**src/rtl/sysid_regbank_pkg.sv**
```systemverilog
// sysid_regbank_pkg
// Shared definitions for the system identification register bank:
//   - word_t         : 32-bit bus data word
//   - OFF_*          : register word offsets
//   - CAP_UPTIME_BIT : CAP bit that reports whether the uptime counter is built
//   - cap_word()     : builds the CAP register value
package sysid_regbank_pkg;

  typedef logic [31:0] word_t;

  localparam int unsigned OFF_ID      = 0;
  localparam int unsigned OFF_TS      = 1;
  localparam int unsigned OFF_UP_LO   = 2;
  localparam int unsigned OFF_UP_HI   = 3;
  localparam int unsigned OFF_SCRATCH = 4;
  localparam int unsigned OFF_CAP     = 5;
  localparam int unsigned OFF_USER0   = 6;

  localparam int unsigned CAP_UPTIME_BIT = 8;

  function automatic word_t cap_word(input int unsigned num_user, input logic uptime_en);
    word_t w;
    w                 = '0;
    w[7:0]            = num_user[7:0];
    w[CAP_UPTIME_BIT] = uptime_en;
    return w;
  endfunction

endpackage

```
**src/rtl/sysid_regbank_if.sv**
```systemverilog
// sysid_regbank_if
// Avalon-MM slave bus of the register bank (no waitrequest).
//   address       : word address, ADDR_W bits
//   read / write  : access strobes
//   writedata     : write data
//   readdata      : read data, valid when readdatavalid=1
//   readdatavalid : one-cycle read response pulse
// Modports: master (bus initiator), slave (register bank).
interface sysid_regbank_if
  import sysid_regbank_pkg::*;
#(
  parameter int unsigned ADDR_W = 4
);
  logic [ADDR_W-1:0] address;
  logic              read;
  logic              write;
  word_t             writedata;
  word_t             readdata;
  logic              readdatavalid;

  modport master (
    output address, read, write, writedata,
    input  readdata, readdatavalid
  );

  modport slave (
    input  address, read, write, writedata,
    output readdata, readdatavalid
  );
endinterface

```
**src/rtl/sysid_regbank_uptime_counter.sv**
```systemverilog
// sysid_uptime_counter
// Free-running 64-bit uptime counter with a high-word snapshot register.
// The snapshot captures the high word in the same cycle the low word is read,
// so a following UP_HI read is consistent with the UP_LO value.
// Ports:
//   clock, reset : clock, async active-high reset
//   snap_i       : latch counter[63:32] into the snapshot at this edge
//   count_lo_o   : live counter[31:0]
//   snap_hi_o    : snapshot register
module sysid_uptime_counter
  import sysid_regbank_pkg::*;
(
  input  logic  clock,
  input  logic  reset,
  input  logic  snap_i,
  output word_t count_lo_o,
  output word_t snap_hi_o
);

  logic [63:0] cnt_q, cnt_d;
  word_t       snap_q, snap_d;

  // Natural 64-bit wrap from all-ones back to zero.
  assign cnt_d  = cnt_q + 64'd1;
  assign snap_d = snap_i ? cnt_q[63:32] : snap_q;

  always_ff @(posedge clock or posedge reset) begin
    if (reset) begin
      cnt_q  <= '0;
      snap_q <= '0;
    end else begin
      cnt_q  <= cnt_d;
      snap_q <= snap_d;
    end
  end

  assign count_lo_o = cnt_q[31:0];
  assign snap_hi_o  = snap_q;

endmodule

```
**src/rtl/sysid_regbank.sv**
```systemverilog
// sysid_regbank
// System identification register bank on Avalon-MM: fixed ID and build
// timestamp, optional 64-bit uptime counter with tear-free snapshot, a
// scratch register, a capability word and NUM_USER external read-only words.
// Build option: define SYSID_UPTIME_EN to include the uptime counter;
// otherwise UP_LO/UP_HI read 0 and CAP bit 8 is 0.
// Ports:
//   clock, reset : clock, async active-high reset
//   bus          : Avalon-MM slave (sysid_regbank_if.slave)
//   user_words   : user word k at bits [32k+31:32k]
module sysid_regbank
  import sysid_regbank_pkg::*;
#(
  parameter logic [31:0] SYSTEM_ID = 32'h0000_0000,
  parameter logic [31:0] TIMESTAMP = 32'd1491003564,
  parameter int unsigned NUM_USER  = 2,
  parameter int unsigned ADDR_W    = 4,
  localparam int unsigned UW_W     = 32 * ((NUM_USER > 0) ? NUM_USER : 1)
) (
  input  logic            clock,
  input  logic            reset,
  sysid_regbank_if.slave  bus,
  input  logic [UW_W-1:0] user_words
);

  logic [ADDR_W-1:0] addr;
  logic [31:0]       addr_w;
  word_t             up_lo, up_hi;
  word_t             mux_data;
  word_t             rdata_q, rdata_d;
  logic              rvalid_q, rvalid_d;
  word_t             scratch_q, scratch_d;

  assign addr   = bus.address;
  assign addr_w = 32'(addr);

`ifdef SYSID_UPTIME_EN
  localparam logic UPTIME_EN = 1'b1;
  logic snap;

  // The UP_LO read itself latches the high word, keeping the pair tear-free.
  assign snap = bus.read && (addr_w == OFF_UP_LO);

  sysid_uptime_counter u_uptime (
    .clock      (clock),
    .reset      (reset),
    .snap_i     (snap),
    .count_lo_o (up_lo),
    .snap_hi_o  (up_hi)
  );
`else
  localparam logic UPTIME_EN = 1'b0;
  assign up_lo = '0;
  assign up_hi = '0;
`endif

  always_comb begin
    mux_data = '0;
    case (addr_w)
      OFF_ID:      mux_data = SYSTEM_ID;
      OFF_TS:      mux_data = TIMESTAMP;
      OFF_UP_LO:   mux_data = up_lo;
      OFF_UP_HI:   mux_data = up_hi;
      OFF_SCRATCH: mux_data = scratch_q;
      OFF_CAP:     mux_data = cap_word(NUM_USER, UPTIME_EN);
      default: begin
        for (int k = 0; k < int'(NUM_USER); k++) begin
          if (addr_w == OFF_USER0 + 32'(k)) mux_data = user_words[32*k +: 32];
        end
      end
    endcase
  end

  always_comb begin
    rvalid_d  = bus.read;
    rdata_d   = bus.read ? mux_data : rdata_q;
    scratch_d = scratch_q;
    // A simultaneous read wins; the write is dropped.
    if (bus.write && !bus.read && (addr_w == OFF_SCRATCH)) scratch_d = bus.writedata;
  end

  always_ff @(posedge clock or posedge reset) begin
    if (reset) begin
      rdata_q   <= '0;
      rvalid_q  <= 1'b0;
      scratch_q <= '0;
    end else begin
      rdata_q   <= rdata_d;
      rvalid_q  <= rvalid_d;
      scratch_q <= scratch_d;
    end
  end

  assign bus.readdata      = rdata_q;
  assign bus.readdatavalid = rvalid_q;

endmodule

```
**src/flat_wrapper.sv**
```systemverilog
// flat-port wrapper written by rule: the top's interface ports become plain ports
module sysid_regbank_flat import sysid_regbank_pkg::*;
#(
  parameter logic [31:0] SYSTEM_ID = 32'h0000_0000,
  parameter logic [31:0] TIMESTAMP = 32'd1491003564,
  parameter int unsigned NUM_USER  = 2,
  parameter int unsigned ADDR_W    = 4,
  localparam int unsigned UW_W     = 32 * ((NUM_USER > 0) ? NUM_USER : 1)
)
  (clock, reset, user_words, bus_address, bus_read, bus_write, bus_writedata, bus_readdata, bus_readdatavalid);
  sysid_regbank_if #(.ADDR_W(ADDR_W)) bus_i ();
  input  logic clock;
  input  logic reset;
  input  logic [UW_W-1:0] user_words;
  input wire logic [$bits(bus_i.address)-1:0] bus_address;
  input wire logic [$bits(bus_i.read)-1:0] bus_read;
  input wire logic [$bits(bus_i.write)-1:0] bus_write;
  input wire logic [$bits(bus_i.writedata)-1:0] bus_writedata;
  output wire logic [$bits(bus_i.readdata)-1:0] bus_readdata;
  output wire logic [$bits(bus_i.readdatavalid)-1:0] bus_readdatavalid;
  assign bus_i.address = bus_address;
  assign bus_i.read = bus_read;
  assign bus_i.write = bus_write;
  assign bus_i.writedata = bus_writedata;
  assign bus_readdata = bus_i.readdata;
  assign bus_readdatavalid = bus_i.readdatavalid;
  sysid_regbank #(.SYSTEM_ID(SYSTEM_ID), .TIMESTAMP(TIMESTAMP), .NUM_USER(NUM_USER), .ADDR_W(ADDR_W)) u_core (.clock(clock), .reset(reset), .bus(bus_i), .user_words(user_words));
endmodule
```
**config.mk**
```make
export PLATFORM = sky130hd
export DESIGN_NAME = sysid_regbank_flat
export DESIGN_NICKNAME = d
export VERILOG_FILES = /design/src/rtl/sysid_regbank_pkg.sv /design/src/rtl/sysid_regbank_if.sv /design/src/rtl/sysid_regbank_uptime_counter.sv /design/src/rtl/sysid_regbank.sv /design/src/flat_wrapper.sv
export SDC_FILE = /design/constraint.sdc
export NUM_CORES = 1
export LEC_CHECK = 0
export ABC_CLOCK_PERIOD_IN_PS = 3100
export CAP_MARGIN = 20
export CORE_ASPECT_RATIO = 2
export CORE_MARGIN = 4
export CORE_UTILIZATION = 44
export CTS_BUF_LIST = sky130_fd_sc_hd__clkbuf_8
export CTS_CLUSTER_DIAMETER = 80
export DETAILED_ROUTE_END_ITERATION = 12
export PLACE_DENSITY = 0.93
export SYNTH_ARGS = -nofsm -noshare
export SYNTH_HDL_FRONTEND = slang
export SYNTH_SLANG_ARGS = --single-unit
```
**constraint.sdc**
```tcl
create_clock -name clock -period 3.1 [get_ports clock]
set_clock_uncertainty 0.15 [all_clocks]
set_input_delay 0.62 -clock clock [delete_from_list [all_inputs] [get_ports clock]]
set_output_delay 0.62 -clock clock [all_outputs]
set_load 0.03 [all_outputs]
```
# Yosys cells after proc, flatten, opt, wreduce, memory -nomap -nowiden
# Cells that the tools add are included.
# op_classes
add_sub_neg	0
mul	0
div_mod_pow	0
n_lt_le_gt_ge	0
n_eq_ne	7
shifts	0
n_mux	3
bitwise	0
n_reduce_logical	5
# op_table
cell	n
$pmux W32 S4	1
$mux W32	2
$logic_not A32 Y1	1
$eq A4 B3 Y1 const B	4
$eq A4 B2 Y1 const B	2
$eq A4 B1 Y1 const B	1
$reduce_or A3 Y1	1
$logic_and A1 B1 Y1	2
$logic_not A1 Y1	1
# word_totals
regBits	65
latch_bits	0
ram_bits	0
mem_bits_ro	0
input_bits	104
output_inout_bits	33
word_cells	18
mem_count	0

# Depth between registers and ports, before layout
# Gate-level depths: netlist (run 1).
# logic_depth
word_depth	4
mapped_depth	6
ltp_nobuf	3

# Worst setup path after synthesis (run 1)
# Ideal clock, no wire load.
# synth_timing
path_kind	input -> register
startpoint	in bus_address[1]
endpoint	reg u_core.scratch_q[0]
setup_time_ns	0.125
arrival_ns	1.830
t_required_ns	2.825
path_slack_ns	0.995
path_stages	5
path_buffers	2
cell_sequence	buf_2 nor4b_4 nand3b_2 buf_6 mux2_4
# synth_via
elab_chain_len	2
# synth_lines
element	line_no	rtl
start, declared	flat_wrapper.sv:15	input wire logic [$bits(bus_i.address)-1:0] bus_address;
$eq A4 B3 Y1	sysid_regbank.sv:79	if (bus.write && !bus.read && (addr_w == OFF_SCRATCH)) scratch_d = bus.writedata;
$logic_and A1 B1 Y1	sysid_regbank.sv:79	
end signal, assigned	sysid_regbank.sv:90	scratch_q <= scratch_d;
end, declared	sysid_regbank.sv:32	word_t scratch_q, scratch_d;
# Every way passes these cells.
# A chain may end at the register's enable or synchronous reset.

# Worst setup path in the final report (run 1)
# layout_timing
startpoint	in bus_address[0]
endpoint	reg u_core.rdata_q[4] (netlist: u_core.bus.readdata[4])
# layout_via
elab_chain_len	4
# layout_lines
element	line_no	rtl
$eq A4 B3 Y1	sysid_regbank.sv:68	if (addr_w == OFF_USER0 + 32'(k)) mux_data = user_words[32*k +: 32];
$mux W32 (2 in series)	sysid_regbank.sv:68	
$pmux W32 S4 *	sysid_regbank.sv:59	case (addr_w)
end signal, assigned	sysid_regbank.sv:88	rdata_q <= rdata_d;
end, declared	sysid_regbank.sv:30	word_t rdata_q, rdata_d;
# Mark *: on every way between the ends. The rest lies on a longest branch, timed or not.

==> metrics.cfg, run 1 <==
[run_status]
status=completed

[timing]
finalHoldViolCount=0
grt_setup_unrepaired=false
finalSetupViolCount=0
relSlewSlack=0.4111
min_period_ns=2.322
period_share=0.7489
fmax_mhz=430.7
worst_slew_pin_slew_ns=0.8814
tns_ns=0
slew_violations=0

[clock_tree]
postCtsSetupRepairBufs=0
cts.sinks=65
cts.clk_slew.worst_paths_ns=0.06
clockBufferDepth=2
postCtsHoldBufs=0
ctsResizeCount=0
cts_buffers=9
cts_tree=done
clk_latency_ns=0.35
cts-root-buf=clkbuf_8
cts.htree.levels=3

[finish]
antennaDiodeCount=0
drive_gt1_frac=0.2230
fillCellCount=552
nets=517
areaGrowthSynthToFinish_pct=49.43

[job]
drv_cap=0

[global_route]
antenna_found_initial=0
grt_use_total=0.2087
grt_pass1_vias=2973
grt_pass1_wl_um=14720
grt_max_degree=50
overflow=0

[critical_path]
regToRegStartpoint=u_core.scratch_q[6]$_DFFE_PP0P_
cpPeakStageDelay_ns=0.75
path_class=primary input to flop
cp_max_fo=17
crit_chain=clkdlybuf4s50_1 > buf_4 > nor3b_1 > a22oi_1 > a21oi_1
end_kind=flop
ff2ff_setup_slack_ns=1.90
crit_slowest_cell=nor3b_1
r2r-end=u_core.bus.readdata[6]$_DFFE_PP0P_
cp.required_ns=3.22
startpoint_type=primary input
worstPathArrival_ns=2.45
ff2ff_path_depth=3

[routing]
drcViolationCount=0
first_iter_violations=175
first_pass_iters=4
wirelength_um=9235
routed_via_density=5.405
vias=2751
routedWlPerCell_um=18.14
final_antenna_net_count=0

[power]
vdd_drop_max_mv=0.3391
leakage_nw=2.153
p_per_area_nw_per_um2=478.0
total_power_mw=2.363

[logic_synthesis]
async_flop_share=1.000
yosys-top-cells-count=65 x dfrtp_1, 33 x mux2_2, 30 x mux2_4
synth_area_sq_um=3308
ys_top_cells_by_area=dfrtp_1 49%, mux2_4 14%, mux2_2 11%
synth_edf_count=0
netlist.area_leader.share=0.4917
avgSynthCellArea_sq_um=11.94
yosysSeqAreaShare=0.4917
syn_nets=381
synth.distinct_cells=27
yosysMostFrequentCell=dfrtp_1
synth_seq_cells=65
synth_cells=277
dominantRegCellSynth=dfrtp_1
synth_warnings=0
yosys.area.top_type=dfrtp_1

[placed_design]
portBuffers=136
dp_hpwl_um=7050
gp_congestion=0.7254

[min_path]
hold_depth=1
hold_path.class=flop to flop
hold_end=u_core.scratch_q[10]$_DFFE_PP0P_
worstHoldStart=u_core.scratch_q[10]$_DFFE_PP0P_

[die]
core_area_sq_um=7267
die_w_um=69.32
die_h_um=130.6
start_util=0.4552
io_pins=137
placementRows=44
die_area_sq_um=9054

where the power goes:
group,switching [mW],internal (mW),total (mW)
Clock,0.314,0.405,0.719
Sequential,0.0728,0.969,1.04
Combinational,0.244,0.358,0.602
metrics by stage:
| stage | utilization | hold WS [ns] | cells | area [sq um] | setup slack (ns) |
|---|---|---|---|---|---|
| finish | 0.6803 | 0.3625 | 509 | 4943 | 0.7784 |
| global route | 0.6803 | 0.3749 | 509 | 4943 | 0.6550 |
| CTS | 0.6803 | 0.3663 | 509 | 4943 | 0.7950 |
| detailed placement | 0.6534 | 0.3473 | 494 | 4748 | 0.4240 |
| global placement | 0.6534 | 0.3403 | 494 | 4748 | 0.5137 |
| floorplan | - | 0.3274 | 277 | 3308 | 0.7035 |
flip-flops by register name (all words and copies together) (netlist names):
name / cells
u_core.bus.readdatavalid: 1
u_core.bus.readdata: 32
u_core.scratch_q: 32
worst max-delay path, delay by kind of cell:
kind | cells | cell delay, ns
and+or+nand+nor | 1 | 0.75
buffers and inverters | 2 | 0.72
AOI/OAI and AO/OA | 2 | 0.36
worst max-delay path by stage:
stage / cells past startpoint / to / start
finish: 5 / u_core.bus.readdata[4]$_DFFE_PP0P_ / bus_address[0]
floorplan: 1 / u_core.bus.readdata[0]$_DFFE_PP0P_ / reset
global placement: 5 / u_core.bus.readdata[4]$_DFFE_PP0P_ / bus_address[0]
CTS: 5 / u_core.bus.readdata[4]$_DFFE_PP0P_ / bus_address[0]
global route: 5 / u_core.bus.readdata[10]$_DFFE_PP0P_ / bus_address[0]
detailed placement: 5 / u_core.bus.readdata[4]$_DFFE_PP0P_ / bus_address[0]
layout make-up:
type                       count  area, sq um  share of cell area
inverter                      19        71.32             0.01443
clock buffer                  11        151.4             0.03063
clock inverter                 4        43.79            0.008859
timing repair buffer         147         1439              0.2911
sequential                    65         1627              0.3290
tap                           92        115.1             0.02329
multi-input combinational    171         1496              0.3027
kinds of logic (layout without fill, tap and decap cells):
kind of cell | count (synthesis) | in the layout | share of synthesized area
AOI/OAI and AO/OA | 82 | 82 | 0.1570
buffers and inverters | 41 | 181 | 0.05597
DFF | 65 | 65 | 0.4917
muxes | 63 | 63 | 0.2485
and+or+nand+nor | 26 | 26 | 0.04690
placed cells by master (no fill, tap or decap), types with 11 or more instances in the layout:
| cell | n |
|---|---|
| mux2_4 | 30 |
| o21ai_0 | 17 |
| mux2_2 | 33 |
| nor2_1 | 15 |
| a22oi_1 | 14 |
| a21oi_1 | 14 |
| inv_1 | 19 |
| buf_4 | 11 |
| a211oi_1 | 17 |
| clkbuf_8 | 11 |
| dfrtp_1 | 65 |
| clkdlybuf4s50_1 | 135 |
| o22ai_1 | 17 |
layer usage:
layer  part of all wire  wire [um]  vias to the layer above  global-route usage
met5                  0          0                        -                   0
met4              0.030        276                        0              0.1059
met3              0.057        528                       22             0.05360
met2               0.56       5170                      115              0.3941
met1               0.35       3260                     1334              0.2086
li1                   -          -                     1280                   -
(Power assumes the default switching activity.)
==> run 2, diff against run 1 <==
--- a/config.mk
+++ b/config.mk
@@ -5,7 +5,7 @@
 export SDC_FILE = /design/constraint.sdc
 export NUM_CORES = 1
 export LEC_CHECK = 0
-export ABC_CLOCK_PERIOD_IN_PS = 3100
+export ABC_CLOCK_PERIOD_IN_PS = 2150
 export CAP_MARGIN = 20
 export CORE_ASPECT_RATIO = 2
 export CORE_MARGIN = 4
==> constraint.sdc (replaced) <==
create_clock -name clock -period 2.15 [get_ports clock]
set_clock_uncertainty 0.15 [all_clocks]
set_input_delay 0.43 -clock clock [delete_from_list [all_inputs] [get_ports clock]]
set_output_delay 0.43 -clock clock [all_outputs]
set_load 0.03 [all_outputs]
==> run 2 against run 1 <==
Against the previous run: setup slack worse by 0.62 ns; sequential share of layout area is 0.74 points lower; clock-buffer cell count stayed put; first-iteration DRC count is 21% lower; worst hold slack worse by 0.039 ns; global-route usage is 1.2 points higher; final area is 2.3% higher; critical path type is now flop to output pin; largest cell class unchanged; largest power group unchanged.
==> metrics.cfg, run 2 (synthesized netlist as in run 1, its figures left out) <==
[run_status]
status=completed

[timing]
period_share=0.9247
tns_ns=0  ; unchanged
fmax_mhz=503.0
hold_ws_ns=0.3239  ; -0.03865 ns
worst_slew_pin_slew_ns=0.8147  ; -0.06669 ns
relSlewSlack=0.4557  ; +0.04456
grt_setup_unrepaired=false
finalWorstSetupSlack_ns=0.1620  ; -0.6164 ns
finalHoldViolCount=0  ; unchanged
finalSetupViolCount=0  ; unchanged
slew_violations=0  ; unchanged
min_period_ns=1.988

[routing]
routedWlPerCell_um=18.79  ; +3.6%
routed_via_density=5.380  ; -0.46%
first_iter_violations=139  ; -21%
wirelength_um=9697  ; +5.0%
drcViolationCount=0  ; unchanged
vias=2776  ; +0.91%
final_antenna_net_count=0  ; unchanged
first_pass_iters=4  ; unchanged

[finish]
antennaDiodeCount=0  ; unchanged
fin_util=0.6959  ; +0.01567
layout_common_cells=135 x clkdlybuf4s50_1, 65 x dfrtp_1, 33 x mux2_2, 30 x mux2_4, 21 x inv_1
areaGrowthSynthToFinish_pct=52.87
layout_commonest_cell=clkdlybuf4s50_1
nets=523  ; +1.2%
drive_gt1_frac=0.2311  ; +0.008110

[clock_tree]
postCtsHoldBufs=0  ; unchanged
cts_tree=done
postCtsSetupRepairBufs=0  ; unchanged
cts.sinks=65  ; unchanged
cts-root-buf=clkbuf_8
clockBufferDepth=2  ; unchanged
cts.htree.levels=3  ; unchanged
clk_latency_ns=0.34  ; about the same
cts.clk_slew.worst_paths_ns=0.06  ; about the same
ctsResizeCount=0  ; unchanged
cts_buffers=9  ; unchanged

[global_route]
grt_pass1_wl_um=15360  ; +4.4%
antenna_found_initial=0  ; unchanged
grt_pass1_vias=3042  ; +2.3%
grt_max_degree=66  ; +32%
overflow=0  ; unchanged
grt_use_total=0.2206  ; +0.01198

[critical_path]
regToRegStartpoint=u_core.scratch_q[1]$_DFFE_PP0P_
cpPeakStageDelay_ns=0.70  ; -0.05 ns
crit_slowest_cell=clkdlybuf4s50_1
critPathTopFamily=buffers and inverters
path_buf_inv=1  ; -1
startpoint_type=flop
cp.required_ns=1.57  ; -1.65 ns
end_kind=output pin
worstPathArrival_ns=1.41  ; -1.04 ns
crit_chain=clkdlybuf4s50_1
cp_max_fo=2  ; -15
cp-startpoint=u_core.bus.readdata[7]$_DFFE_PP0P_
path_class=flop to output pin

[die]
placementRows=44  ; unchanged
io_pins=137  ; unchanged
core_area_sq_um=7267  ; unchanged
die_w_um=69.32  ; unchanged
start_util=0.4552  ; unchanged
die_area_sq_um=9054  ; unchanged
die_h_um=130.6  ; unchanged

[power]
p_per_area_nw_per_um2=701.7  ; +47%
vdd_drop_max_mv=0.6875  ; +100%
leakage_nw=2.208  ; +2.6%

[min_path]
hold_path.class=primary input to flop
worstHoldStart=bus_read

[job]
drv_cap=0  ; unchanged

[placed_design]
pre_cts_ws_ns=-0.1551  ; -0.5791 ns
portBuffers=136  ; unchanged
dp_hpwl_um=7296  ; +3.5%
gp_congestion=0.7707  ; +6.2%

[run 2: cell count changes in the layout (fill, tap and decap cells not counted), sizes merged]
cell      before  now
buf           12   18
clkinv         2    0
bufinv         1    2
clkinvlp       0    1
inv           20   21
[run 2: layout make-up]
class / instances / area (sq um)
multi-input combinational: 171 / 1496
inverter: 19 / 75.07
fill: 533 / 2210
tap: 92 / 115.1
timing repair buffer: 153 / 1521
clock inverter: 5 / 71.32
sequential: 65 / 1627
clock buffer: 11 / 151.4
[run 2: layer usage]
layer / GRT usage / share of wire / wire length [um]
met5: 0 / 0 / 0
met4: 0.1093 / 0.028 / 276
met3: 0.06279 / 0.053 / 515
met2: 0.4279 / 0.57 / 5539
met1: 0.2080 / 0.35 / 3365
[run 2: through the flow]
stage / area [sq um] / power, mW / instances
floorplan: 3312 / 1.982 / 277
global placement: 4835 / 2.372 / 500
detailed placement: 4835 / 2.410 / 500
CTS: 5057 / 3.572 / 516
global route: 5057 / 3.693 / 516
finish: 5057 / 3.549 / 516
[run 2: final timing paths]
path | end | slack [ns] | cells past startpoint
max | bus_readdata[7] | 0.16 | 1
min | u_core.bus.readdata[10]$_DFFE_PP0P_ | 0.32 | 2
max reg2reg | u_core.bus.readdata[1]$_DFFE_PP0P_ | 0.91 | 3
min reg2reg | u_core.scratch_q[10]$_DFFE_PP0P_ | 0.36 | 1
max in group asynchronous | u_core.scratch_q[12]$_DFFE_PP0P_ | 1.18 | 3
min in group asynchronous | u_core.bus.readdata[5]$_DFFE_PP0P_ | 0.38 | 3
[run 2: power by group]
group / total, mW / leakage, nW / switching, mW / internal, mW
Sequential: 1.51 / 0.824 / 0.108 / 1.40
Combinational: 0.886 / 1.26 / 0.358 / 0.528
Clock: 1.16 / 0.123 / 0.454 / 0.704
Total: 3.55 / 2.21 / 0.919 / 2.63
